## config.mk

```make
export PLATFORM = sky130hd
export DESIGN_NAME = bbox_tracker_flat
export DESIGN_NICKNAME = d
export VERILOG_FILES = /design/src/rtl/bbox_tracker_if.sv /design/src/rtl/bbox_tracker.sv /design/src/flat_wrapper.sv
export SDC_FILE = /design/constraint.sdc
export NUM_CORES = 1
export LEC_CHECK = 0
export BUFFER_PORTS_ARGS = -buffer_cell sky130_fd_sc_hd__clkbuf_2
export CELL_PAD_IN_SITES_DETAIL_PLACEMENT = 0
export CELL_PAD_IN_SITES_GLOBAL_PLACEMENT = 1
export CORE_UTILIZATION = 45
export CTS_CLUSTER_DIAMETER = 100
export DETAILED_ROUTE_END_ITERATION = 16
export GPL_TIMING_DRIVEN = 0
export PLACE_DENSITY_LB_ADDON = 0.3
export SLEW_MARGIN = 20
export SYNTH_ARGS = -nofsm -noshare
export SYNTH_HDL_FRONTEND = slang
export SYNTH_SLANG_ARGS = --single-unit
```

## constraint.sdc

```tcl
create_clock -name clk -period 7.3 [get_ports clk]
set_clock_uncertainty 0.05 [all_clocks]
set_input_delay 1.46 -clock clk [delete_from_list [all_inputs] [get_ports clk]]
set_output_delay 1.46 -clock clk [all_outputs]
set_load 0.02 [all_outputs]
```

## src/rtl/bbox_tracker_if.sv

```systemverilog
// Stream bundle for bbox_tracker: the incoming pixel beats and the outgoing message words.
// Message handshake: a word transfers on a clk edge where msg_valid & msg_ready; once
// msg_valid is high, msg_valid and msg_data hold unchanged until that transfer.
interface bbox_tracker_if #(
  parameter int NUM_CH = 5
);
  logic              pix_valid;
  logic              pix_sop;
  logic              pix_eop;
  logic              pix_is_video;
  logic [NUM_CH-1:0] det;
  logic [31:0]       msg_data;
  logic              msg_valid;
  logic              msg_ready;

  modport master (
    output pix_valid, pix_sop, pix_eop, pix_is_video, det, msg_ready,
    input  msg_data, msg_valid
  );

  modport slave (
    input  pix_valid, pix_sop, pix_eop, pix_is_video, det, msg_ready,
    output msg_data, msg_valid
  );
endinterface

```

## src/rtl/bbox_tracker.sv

```systemverilog
// Per-colour-channel bounding-box tracker over a video packet stream, with a
// periodic message burst reporting the latched boxes.
module bbox_tracker #(
  parameter int NUM_CH       = 5,
  parameter int COORD_W      = 11,
  parameter int IMAGE_W      = 640,
  parameter int CNT_W        = 20,
  parameter int MSG_INTERVAL = 120
) (
  input  logic                      clk,
  input  logic                      reset_n,
  bbox_tracker_if.slave             bus,
  input  logic [COORD_W-1:0]        roi_top,
  input  logic [CNT_W-1:0]          min_pix,
  output logic [NUM_CH*COORD_W-1:0] bb_left,
  output logic [NUM_CH*COORD_W-1:0] bb_right,
  output logic [NUM_CH*COORD_W-1:0] bb_top,
  output logic [NUM_CH*COORD_W-1:0] bb_bot,
  output logic [NUM_CH-1:0]         bb_valid,
  output logic                      frame_done,
  output logic                      frame_drop,
  output logic [1:0]                dbg_state_o
);
  localparam int CH_W = (NUM_CH > 1) ? $clog2(NUM_CH) : 1;
  localparam int FC_W = (MSG_INTERVAL > 1) ? $clog2(MSG_INTERVAL) : 1;
  localparam logic [COORD_W-1:0] X_LAST    = COORD_W'(IMAGE_W - 1);
  localparam logic [CH_W-1:0]    CH_LAST   = CH_W'(NUM_CH - 1);
  localparam logic [FC_W-1:0]    FC_RELOAD = FC_W'(MSG_INTERVAL - 1);
  localparam logic [CNT_W-1:0]   CNT_MAX   = '1;

  typedef enum logic [1:0] {S_IDLE, S_HDR, S_TL, S_BR} state_t;

  state_t                    state_q, state_d;
  logic [CH_W-1:0]           ch_q, ch_d;
  logic [FC_W-1:0]           fcnt_q;
  logic [7:0]                seq_q;
  logic [COORD_W-1:0]        x_q, x_d, y_q, y_d;
  logic                      video_q, video_d;
  logic [COORD_W-1:0]        min_x_q [NUM_CH];
  logic [COORD_W-1:0]        min_x_d [NUM_CH];
  logic [COORD_W-1:0]        max_x_q [NUM_CH];
  logic [COORD_W-1:0]        max_x_d [NUM_CH];
  logic [COORD_W-1:0]        min_y_q [NUM_CH];
  logic [COORD_W-1:0]        min_y_d [NUM_CH];
  logic [COORD_W-1:0]        max_y_q [NUM_CH];
  logic [COORD_W-1:0]        max_y_d [NUM_CH];
  logic [CNT_W-1:0]          cnt_q [NUM_CH];
  logic [CNT_W-1:0]          cnt_d [NUM_CH];
  logic [NUM_CH*COORD_W-1:0] bb_left_q, bb_right_q, bb_top_q, bb_bot_q;
  logic [NUM_CH-1:0]         bb_valid_q;
  logic                      done_q, drop_q;
  logic                      qualify, eop_hit, latch, drop, hit_done, hs;
  logic                      msg_valid_w;
  logic [31:0]               msg_data_w;

  assign qualify = bus.pix_valid && !bus.pix_sop && video_q && (y_q >= roi_top);
  assign eop_hit = bus.pix_valid && bus.pix_eop && video_q;
  assign latch   = eop_hit && (state_q == S_IDLE);
  assign drop    = eop_hit && (state_q != S_IDLE);
  assign hs      = msg_valid_w && bus.msg_ready;

  // Next accumulator values; the EOP latch uses these so the EOP pixel is included.
  always_comb begin
    x_d      = x_q;
    y_d      = y_q;
    video_d  = video_q;
    hit_done = 1'b0;
    for (int i = 0; i < NUM_CH; i++) begin
      min_x_d[i] = min_x_q[i];
      max_x_d[i] = max_x_q[i];
      min_y_d[i] = min_y_q[i];
      max_y_d[i] = max_y_q[i];
      cnt_d[i]   = cnt_q[i];
    end
    if (bus.pix_valid && bus.pix_sop) begin
      x_d     = '0;
      y_d     = '0;
      video_d = bus.pix_is_video;
      for (int i = 0; i < NUM_CH; i++) begin
        min_x_d[i] = X_LAST;
        max_x_d[i] = '0;
        min_y_d[i] = '1;
        max_y_d[i] = '0;
        cnt_d[i]   = '0;
      end
    end else if (bus.pix_valid && video_q) begin
      if (x_q == X_LAST) begin
        x_d = '0;
        y_d = y_q + 1'b1;
      end else begin
        x_d = x_q + 1'b1;
      end
      for (int i = 0; i < NUM_CH; i++) begin
        if (qualify && bus.det[i] && !hit_done) begin
          hit_done = 1'b1;
          if (x_q < min_x_q[i]) min_x_d[i] = x_q;
          if (x_q > max_x_q[i]) max_x_d[i] = x_q;
          if (y_q < min_y_q[i]) min_y_d[i] = y_q;
          max_y_d[i] = y_q;
          if (cnt_q[i] != CNT_MAX) cnt_d[i] = cnt_q[i] + 1'b1;
        end
      end
    end
  end

  always_ff @(posedge clk) begin
    if (!reset_n) begin
      state_q <= S_IDLE;
      ch_q    <= '0;
    end else begin
      state_q <= state_d;
      ch_q    <= ch_d;
    end
  end

  always_comb begin
    state_d = state_q;
    ch_d    = ch_q;
    case (state_q)
      S_IDLE: if (latch && (fcnt_q == '0)) begin
        state_d = S_HDR;
        ch_d    = '0;
      end
      S_HDR: if (hs) state_d = S_TL;
      S_TL:  if (hs) state_d = S_BR;
      S_BR: if (hs) begin
        if (ch_q == CH_LAST) begin
          state_d = S_IDLE;
        end else begin
          state_d = S_TL;
          ch_d    = ch_q + 1'b1;
        end
      end
      default: state_d = S_IDLE;
    endcase
  end

  // Words come from the latched box registers, which cannot change while a burst runs.
  always_comb begin
    msg_valid_w = (state_q != S_IDLE);
    msg_data_w  = '0;
    case (state_q)
      S_HDR: msg_data_w = {16'h4242, 8'(NUM_CH), seq_q};
      S_TL:  msg_data_w = {bb_valid_q[ch_q], 15'(bb_left_q[ch_q*COORD_W +: COORD_W]),
                           16'(bb_top_q[ch_q*COORD_W +: COORD_W])};
      S_BR:  msg_data_w = {1'b0, 15'(bb_right_q[ch_q*COORD_W +: COORD_W]),
                           16'(bb_bot_q[ch_q*COORD_W +: COORD_W])};
      default: msg_data_w = '0;
    endcase
  end

  always_ff @(posedge clk) begin
    if (!reset_n) begin
      x_q        <= '0;
      y_q        <= '0;
      video_q    <= 1'b0;
      fcnt_q     <= '0;
      seq_q      <= '0;
      done_q     <= 1'b0;
      drop_q     <= 1'b0;
      bb_left_q  <= '0;
      bb_right_q <= '0;
      bb_top_q   <= '0;
      bb_bot_q   <= '0;
      bb_valid_q <= '0;
      for (int i = 0; i < NUM_CH; i++) begin
        min_x_q[i] <= X_LAST;
        max_x_q[i] <= '0;
        min_y_q[i] <= '1;
        max_y_q[i] <= '0;
        cnt_q[i]   <= '0;
      end
    end else begin
      x_q     <= x_d;
      y_q     <= y_d;
      video_q <= video_d;
      done_q  <= latch;
      drop_q  <= drop;
      for (int i = 0; i < NUM_CH; i++) begin
        min_x_q[i] <= min_x_d[i];
        max_x_q[i] <= max_x_d[i];
        min_y_q[i] <= min_y_d[i];
        max_y_q[i] <= max_y_d[i];
        cnt_q[i]   <= cnt_d[i];
      end
      if (latch) begin
        for (int i = 0; i < NUM_CH; i++) begin
          bb_left_q[i*COORD_W +: COORD_W]  <= min_x_d[i];
          bb_right_q[i*COORD_W +: COORD_W] <= max_x_d[i];
          bb_top_q[i*COORD_W +: COORD_W]   <= min_y_d[i];
          bb_bot_q[i*COORD_W +: COORD_W]   <= max_y_d[i];
          bb_valid_q[i]                    <= (cnt_d[i] >= min_pix);
        end
        fcnt_q <= (fcnt_q == '0) ? FC_RELOAD : fcnt_q - 1'b1;
      end
      if ((state_q == S_HDR) && hs) seq_q <= seq_q + 8'd1;
    end
  end

  assign bus.msg_valid = msg_valid_w;
  assign bus.msg_data  = msg_data_w;
  assign bb_left       = bb_left_q;
  assign bb_right      = bb_right_q;
  assign bb_top        = bb_top_q;
  assign bb_bot        = bb_bot_q;
  assign bb_valid      = bb_valid_q;
  assign frame_done    = done_q;
  assign frame_drop    = drop_q;
  assign dbg_state_o   = state_q;
endmodule

```

## src/flat_wrapper.sv

```systemverilog
// flat-port wrapper written by rule: the top's interface ports become plain ports
module bbox_tracker_flat 
#(
  parameter int NUM_CH       = 5,
  parameter int COORD_W      = 11,
  parameter int IMAGE_W      = 640,
  parameter int CNT_W        = 20,
  parameter int MSG_INTERVAL = 120
)
  (clk, reset_n, roi_top, min_pix, bb_left, bb_right, bb_top, bb_bot, bb_valid, frame_done, frame_drop, dbg_state_o, bus_pix_valid, bus_pix_sop, bus_pix_eop, bus_pix_is_video, bus_det, bus_msg_ready, bus_msg_data, bus_msg_valid);
  bbox_tracker_if #(.NUM_CH(NUM_CH)) bus_i ();
  input  logic clk;
  input  logic reset_n;
  input  logic [COORD_W-1:0] roi_top;
  input  logic [CNT_W-1:0] min_pix;
  output logic [NUM_CH*COORD_W-1:0] bb_left;
  output logic [NUM_CH*COORD_W-1:0] bb_right;
  output logic [NUM_CH*COORD_W-1:0] bb_top;
  output logic [NUM_CH*COORD_W-1:0] bb_bot;
  output logic [NUM_CH-1:0] bb_valid;
  output logic frame_done;
  output logic frame_drop;
  output logic [1:0] dbg_state_o;
  input wire logic [$bits(bus_i.pix_valid)-1:0] bus_pix_valid;
  input wire logic [$bits(bus_i.pix_sop)-1:0] bus_pix_sop;
  input wire logic [$bits(bus_i.pix_eop)-1:0] bus_pix_eop;
  input wire logic [$bits(bus_i.pix_is_video)-1:0] bus_pix_is_video;
  input wire logic [$bits(bus_i.det)-1:0] bus_det;
  input wire logic [$bits(bus_i.msg_ready)-1:0] bus_msg_ready;
  output wire logic [$bits(bus_i.msg_data)-1:0] bus_msg_data;
  output wire logic [$bits(bus_i.msg_valid)-1:0] bus_msg_valid;
  assign bus_i.pix_valid = bus_pix_valid;
  assign bus_i.pix_sop = bus_pix_sop;
  assign bus_i.pix_eop = bus_pix_eop;
  assign bus_i.pix_is_video = bus_pix_is_video;
  assign bus_i.det = bus_det;
  assign bus_i.msg_ready = bus_msg_ready;
  assign bus_msg_data = bus_i.msg_data;
  assign bus_msg_valid = bus_i.msg_valid;
  bbox_tracker #(.NUM_CH(NUM_CH), .COORD_W(COORD_W), .IMAGE_W(IMAGE_W), .CNT_W(CNT_W), .MSG_INTERVAL(MSG_INTERVAL)) u_core (.clk(clk), .reset_n(reset_n), .bus(bus_i), .roi_top(roi_top), .min_pix(min_pix), .bb_left(bb_left), .bb_right(bb_right), .bb_top(bb_top), .bb_bot(bb_bot), .bb_valid(bb_valid), .frame_done(frame_done), .frame_drop(frame_drop), .dbg_state_o(dbg_state_o));
endmodule
```

* Word level (Yosys, flattened, before mapping) *
Memories as Yosys holds them, arrays and structs flattened.
Index checks and enable logic that the tools add are counted.

storage, ports and cells
  register bits = 270
  bits in writable memories = 320
  bits of input ports = 43
  logic and storage cells = 240
  memories kept = 5

memory list
  name            depth  width  rd ports  clocked after memory_dff  wr ports  RTL line            source
  u_core.cnt_q    5      20     5         0                         5         bbox_tracker.sv:47  logic [CNT_W-1:0] cnt_q [NUM_CH];
  u_core.max_x_q  5      11     5         0                         5         bbox_tracker.sv:41  logic [COORD_W-1:0] max_x_q [NUM_CH];
  u_core.max_y_q  5      11     5         0                         5         bbox_tracker.sv:45  logic [COORD_W-1:0] max_y_q [NUM_CH];
  u_core.min_x_q  5      11     5         0                         5         bbox_tracker.sv:39  logic [COORD_W-1:0] min_x_q [NUM_CH];
  u_core.min_y_q  5      11     5         0                         5         bbox_tracker.sv:43  logic [COORD_W-1:0] min_y_q [NUM_CH];

cells by class
  add/sub/neg operators = 10
  multiply operators = 1
  order comparisons = 22
  equality and inequality tests = 15
  shift-type cells = 4
  mux-type cells = 109
  bitwise operators = 26
  reductions and logical operators = 34

operator list
  kind                   count
  $mux 11                56
  $mux 55                8
  $mux 20                15
  $shiftx 55x8->11       4
  $mux 100               2
  $lt 11x11->1           10
  $add 20x1->20 const B  5
  $ge 20x20->1           5
  $ne 20x20->1 const B   5
  $pmux 32 s3            1
  $gt 11x11->1           5
  $or 1x1->1             25
  $add 11x1->11 const B  2
  $logic_and 1x1->1      21
  $mux 1                 15
  $eq 11x10->1 const B   1
  $ge 11x11->1           1
  $mux 2                 5
  $mux 3                 3
  $add 8x1->8 const B    1
  $pmux 2 s4             1
  $reduce_and 4->1       2
  $logic_not 7->1        1
  $mul 3x4->7 const B    1
  17 further kinds       26

* Depth between registers and ports, before layout *
  depth after elaboration = 29
  mapped depth = 19
  mapped depth without buffers = 15

* Least setup slack after synthesis *
OpenSTA, ideal clock, no wires.

  kind = input -> register
  start = in roi_top[8]
  end = reg u_core.bb_valid_q[3], in the netlist u_core.bb_valid[3]
  library setup time = 0.138 ns
  data arrival time = 4.394 ns
  data required time = 7.112 ns
  slack = 2.717 ns
  stages = 17
  buffers on the path = 2
  cell sequence = inv_1 -> ha_1 -> nand4_1 -> nor3_1 -> o31ai_1 -> a21o_1 -> clkbuf_1 -> buf_2 -> nor3_1 -> mux2i_1 -> ha_1 -> a21o_1 -> a21o_1 -> a21oi_1 -> nor2_1 -> a2111oi_0 -> a31oi_1

RTL lines
  item                             RTL line             source
  from (decl)                      flat_wrapper.sv:14   input logic [COORD_W-1:0] roi_top;
  to (signal, indexed assignment)  bbox_tracker.sv:192  bb_valid_q[i] <= (cnt_d[i] >= min_pix);
  to (decl)                        bbox_tracker.sv:50   logic [NUM_CH-1:0] bb_valid_q;

==> summary.log <==
qor: run_status.run_status finished clean
qor: logic_synthesis.syn_area 34000 um^2
qor: logic_synthesis.postSynthCellCount 4074
qor: placement.numPlacedInstances 5345
qor: logic_synthesis.cell_taking_the_most_area_after_synthesis dfxtp_1
qor: setup_path.critPathSlowestCell buf_1
qor: finish.finish.net_count 4767
qor: logic_synthesis.synth-main-ff-cell dfxtp_1
qor: grt.antenna_found_initial 6
qor: logic_synthesis.synth_edf_count 0
qor: floorplan.initial_core_util 45.6%
qor: detailed_routing.drt_pass1_iterations 6
qor: placement.detailed_place.area 36800 um^2
qor: setup_path.cp_slowest_stage_delay 0.82 ns
qor: clock_network.ctsHtreeMaxLevel 3
qor: detailed_routing.remaining_drc_errors 0
qor: clock_network.hold_buffers 0
qor: setup_path.critPathTopFamily buffers and inverters
qor: logic_synthesis.synth_most_common_cell dfxtp_1
qor: setup_path.timing.critical_path.buf_inv 5
qor: sta.finalMaxSlewViolations 0
qor: grt.grt.overflow.total 0
qor: detailed_routing.vias 34400
qor: logic_synthesis.postSynth.asyncResetShare 0%
qor: sta.timing.final.hold_violations 0
qor: grt.grt_max_degree 18
qor: sta.max_slew_margin 12.5%
qor: grt.first_global_vias 30900
qor: sta.post-route-worst-setup-slack 0.862 ns
qor: setup_path.cpMostUsedCell a21o_1
qor: sta.maxClockFrequency 155 MHz
qor: placement.buffer_ports.inserted 295
qor: finish.fin_util 52.4%
qor: logic_synthesis.post_synth.cell_area_avg 8.35 um^2
qor: detailed_routing.route.detailed.wl_per_inst 27.4 um
qor: clock_network.cts_repair_resize_count 0
qor: placement.hpwlAfterDp 111 mm
qor: finish.post_route_cells_drive_above_1_share 13.2%
qor: sta.timing_worst_slew_pin_value 1.31 ns
qor: setup_path.worst_ep_arrival_time 6.87 ns
qor: logic_synthesis.yosys.cell_types.count 77
qor: setup_path.worst_path_required_time 7.73 ns
qor: setup_path.start_kind flip-flop
qor: job.timing.max_cap.violations 0
qor: finish.finalInstanceArea 39100 um^2
qor: power_and_ir_drop.power.density 186 nW/um^2
qor: logic_synthesis.yosys-top-cells-area dfxtp_1 (35%), ha_1 (10%), mux2i_1 (6.6%), o21ai_0 (5.5%), nand3_1 (5.4%)
qor: sta.finalSetupTns 0 ns
qor: power_and_ir_drop.irDropWorstVdd 0.146 mV
qor: clock_network.post_cts_buffers 0
qor: setup_path.worst-setup-path-type reg2reg
qor: placement.gp_congestion 1.00
qor: sta.finalHoldWorstSlack 0.427 ns
qor: floorplan.fp.dieArea 76700 um^2
qor: clock_network.cts_root_cell clkbuf_16
qor: hold_path.timing.hold.worst.class reg2reg
qor: logic_synthesis.synth.top_cell.area_share 34.7%
qor: floorplan.placementRows 100
qor: sta.timing.final.setup_violations 0
qor: floorplan.core 74700 um^2
qor: grt.grt_pass1_wl 214 mm
qor: sta.post-route-min-period 6.44 ns
qor: clock_network.number_of_buffers_inserted_during_clock_tree_synthesis 69
qor: power_and_ir_drop.power 7.27 mW
qor: clock_network.ctsLongestPathBuffers 3
qor: detailed_routing.dr.first_iter.drc_count 4542
qor: setup_path.setup.worst_path.end_class flip-flop
qor: floorplan.ioPinCount 305
qor: detailed_routing.detail_route.wirelength 150 mm
qor: detailed_routing.vias_per_cell 6.27
qor: clock_network.cts.reportedPaths.clkPinSlew 0.06 ns
qor: floorplan.die_y 277 um
qor: logic_synthesis.yosysWarningCount 0
qor: clock_network.clk_latency 0.62 ns
qor: setup_path.cp_cell_sequence buf_2, buf_1, inv_1, ha_1, nor3b_1, nor2_1, o31ai_1, a21o_1, clkbuf_1, buf_2, nor3_1, mux2i_1, ha_1, a21o_1, a21o_1, a21oi_1, nor2_1, a2111oi_0, a31oi_1
qor: sta.finalCritPeriodShare 88.2%
qor: sta.rsz0062_at_grt false
qor: grt.groute.usage.overall 37.8%
qor: logic_synthesis.synth.ff_latch_count 590
qor: finish.area_delta_synth_final 15.0%
qor: finish.layoutNonFillerInstCount 5477
qor: power_and_ir_drop.total_leakage_power 16.8 nW
qor: clock_network.cts_tree built
qor: logic_synthesis.post_synth_most_frequent_cells dfxtp_1 (590), nand2_1 (402), o21ai_0 (373)
qor: clock_network.cts_sinks 590
qor: logic_synthesis.yosysSeqAreaShare 34.7%
qor: floorplan.floorplan.die.width 277 um
qor: setup_path.crit_path_max_fanout 10
qor: detailed_routing.final_antenna_net_count 0
qor: placement.dpl_worst_slack 0.929 ns
worst paths after layout:
check / start / endpoint / slack (ns) / cells after the start
worst max-delay path: u_core.y_q[0] / u_core.bb_valid[3] / 0.86 / 19
worst min-delay path: u_core.bb_bot[53] / u_core.bb_bot[53] / 0.43 / 2
worst max register to register: u_core.y_q[0] / u_core.bb_valid[3] / 0.86 / 19
worst min register to register: u_core.bb_bot[53] / u_core.bb_bot[53] / 0.43 / 2
logic make-up after synthesis:
logic type / synth area share, %
AND/OR/NAND/NOR: 20.7
AO/OA/AOI/OAI: 17.4
flip-flops: 34.7
buffers and inverters: 6.39
multiplexers: 9.90
adder cells (fa/ha/maj): 10.2
XOR/XNOR: 0.695
other: 0.0110
layer usage:
metal	vias to the layer above	global-route usage (%)	wire [um]
li1	15500	-	-
met1	16400	52.2	61500
met2	2145	57.0	64300
met3	375	7.69	16900
met4	2	15.8	7050
met5	-	0	14
placed cells by master, fill, tap and decap left out, types with 22 or more instances in the layout:
| master | Yosys | final |
|---|---|---|
| a21oi_1 | 179 | 179 |
| clkbuf_2 | 3 | 301 |
| a21o_1 | 51 | 51 |
| clkbuf_1 | 211 | 222 |
| and3_1 | 31 | 31 |
| mux2i_1 | 223 | 223 |
| a31oi_1 | 89 | 89 |
| buf_2 | 69 | 69 |
| and2_1 | 34 | 34 |
| nor2_1 | 167 | 167 |
| nand3_1 | 370 | 370 |
| nand2b_1 | 143 | 143 |
| o21ai_0 | 373 | 373 |
| o2111ai_1 | 25 | 25 |
| dfxtp_1 | 590 | 583 |
| and4_1 | 22 | 22 |
| nand2_1 | 402 | 402 |
| o31ai_1 | 32 | 32 |
| a211oi_1 | 30 | 30 |
| nor3_1 | 80 | 80 |
| nand4_1 | 69 | 69 |
| ha_1 | 277 | 277 |
| clkbuf_16 | 0 | 73 |
| o211ai_1 | 38 | 38 |
| inv_1 | 216 | 216 |
| mux4_2 | 44 | 44 |
cell type report:
type                            instances  area [um^2]
Antenna cell                            6         15.0
Buffer                                316         1370
Clock buffer                          105         2130
Clock inverter                         21          223
Fill cell                            7238        35600
Inverter                              216          811
Multi-Input combinational cell       2959        20100
Sequential cell                       590        11800
Tap cell                              969         1210
Timing Repair Buffer                  295         1480
sequential cells by signal, indices dropped and copies added (netlist names), 11 cells and up:
register	count
u_core.min_x_q	55
u_core.x_q	11
u_core.min_y_q	55
u_core.bb_bot	55
u_core.cnt_q	100
u_core.bb_top	55
u_core.y_q	11
u_core.bb_right	55
u_core.bb_left	55
u_core.max_x_q	55
u_core.max_y_q	55
tightest hold or removal path, delay by kind of cell (launching register included):
kind / cells / cell delay (ns)
AOI/OAI and AO/OA: 1 / 0.05
and+or+nand+nor: 1 / 0.06
DFF: 1 / 0.32
power by group:
part           total (mW)  switching (mW)  leakage (nW)  internal (mW)
Combinational       0.376           0.287          10.9         0.0889
Clock                3.64            1.51          1.16           2.13
Sequential           3.26          0.0256          4.76           3.23
Total                7.27            1.82          16.8           5.45
Note: power is estimated with default switching activity, not from simulation.
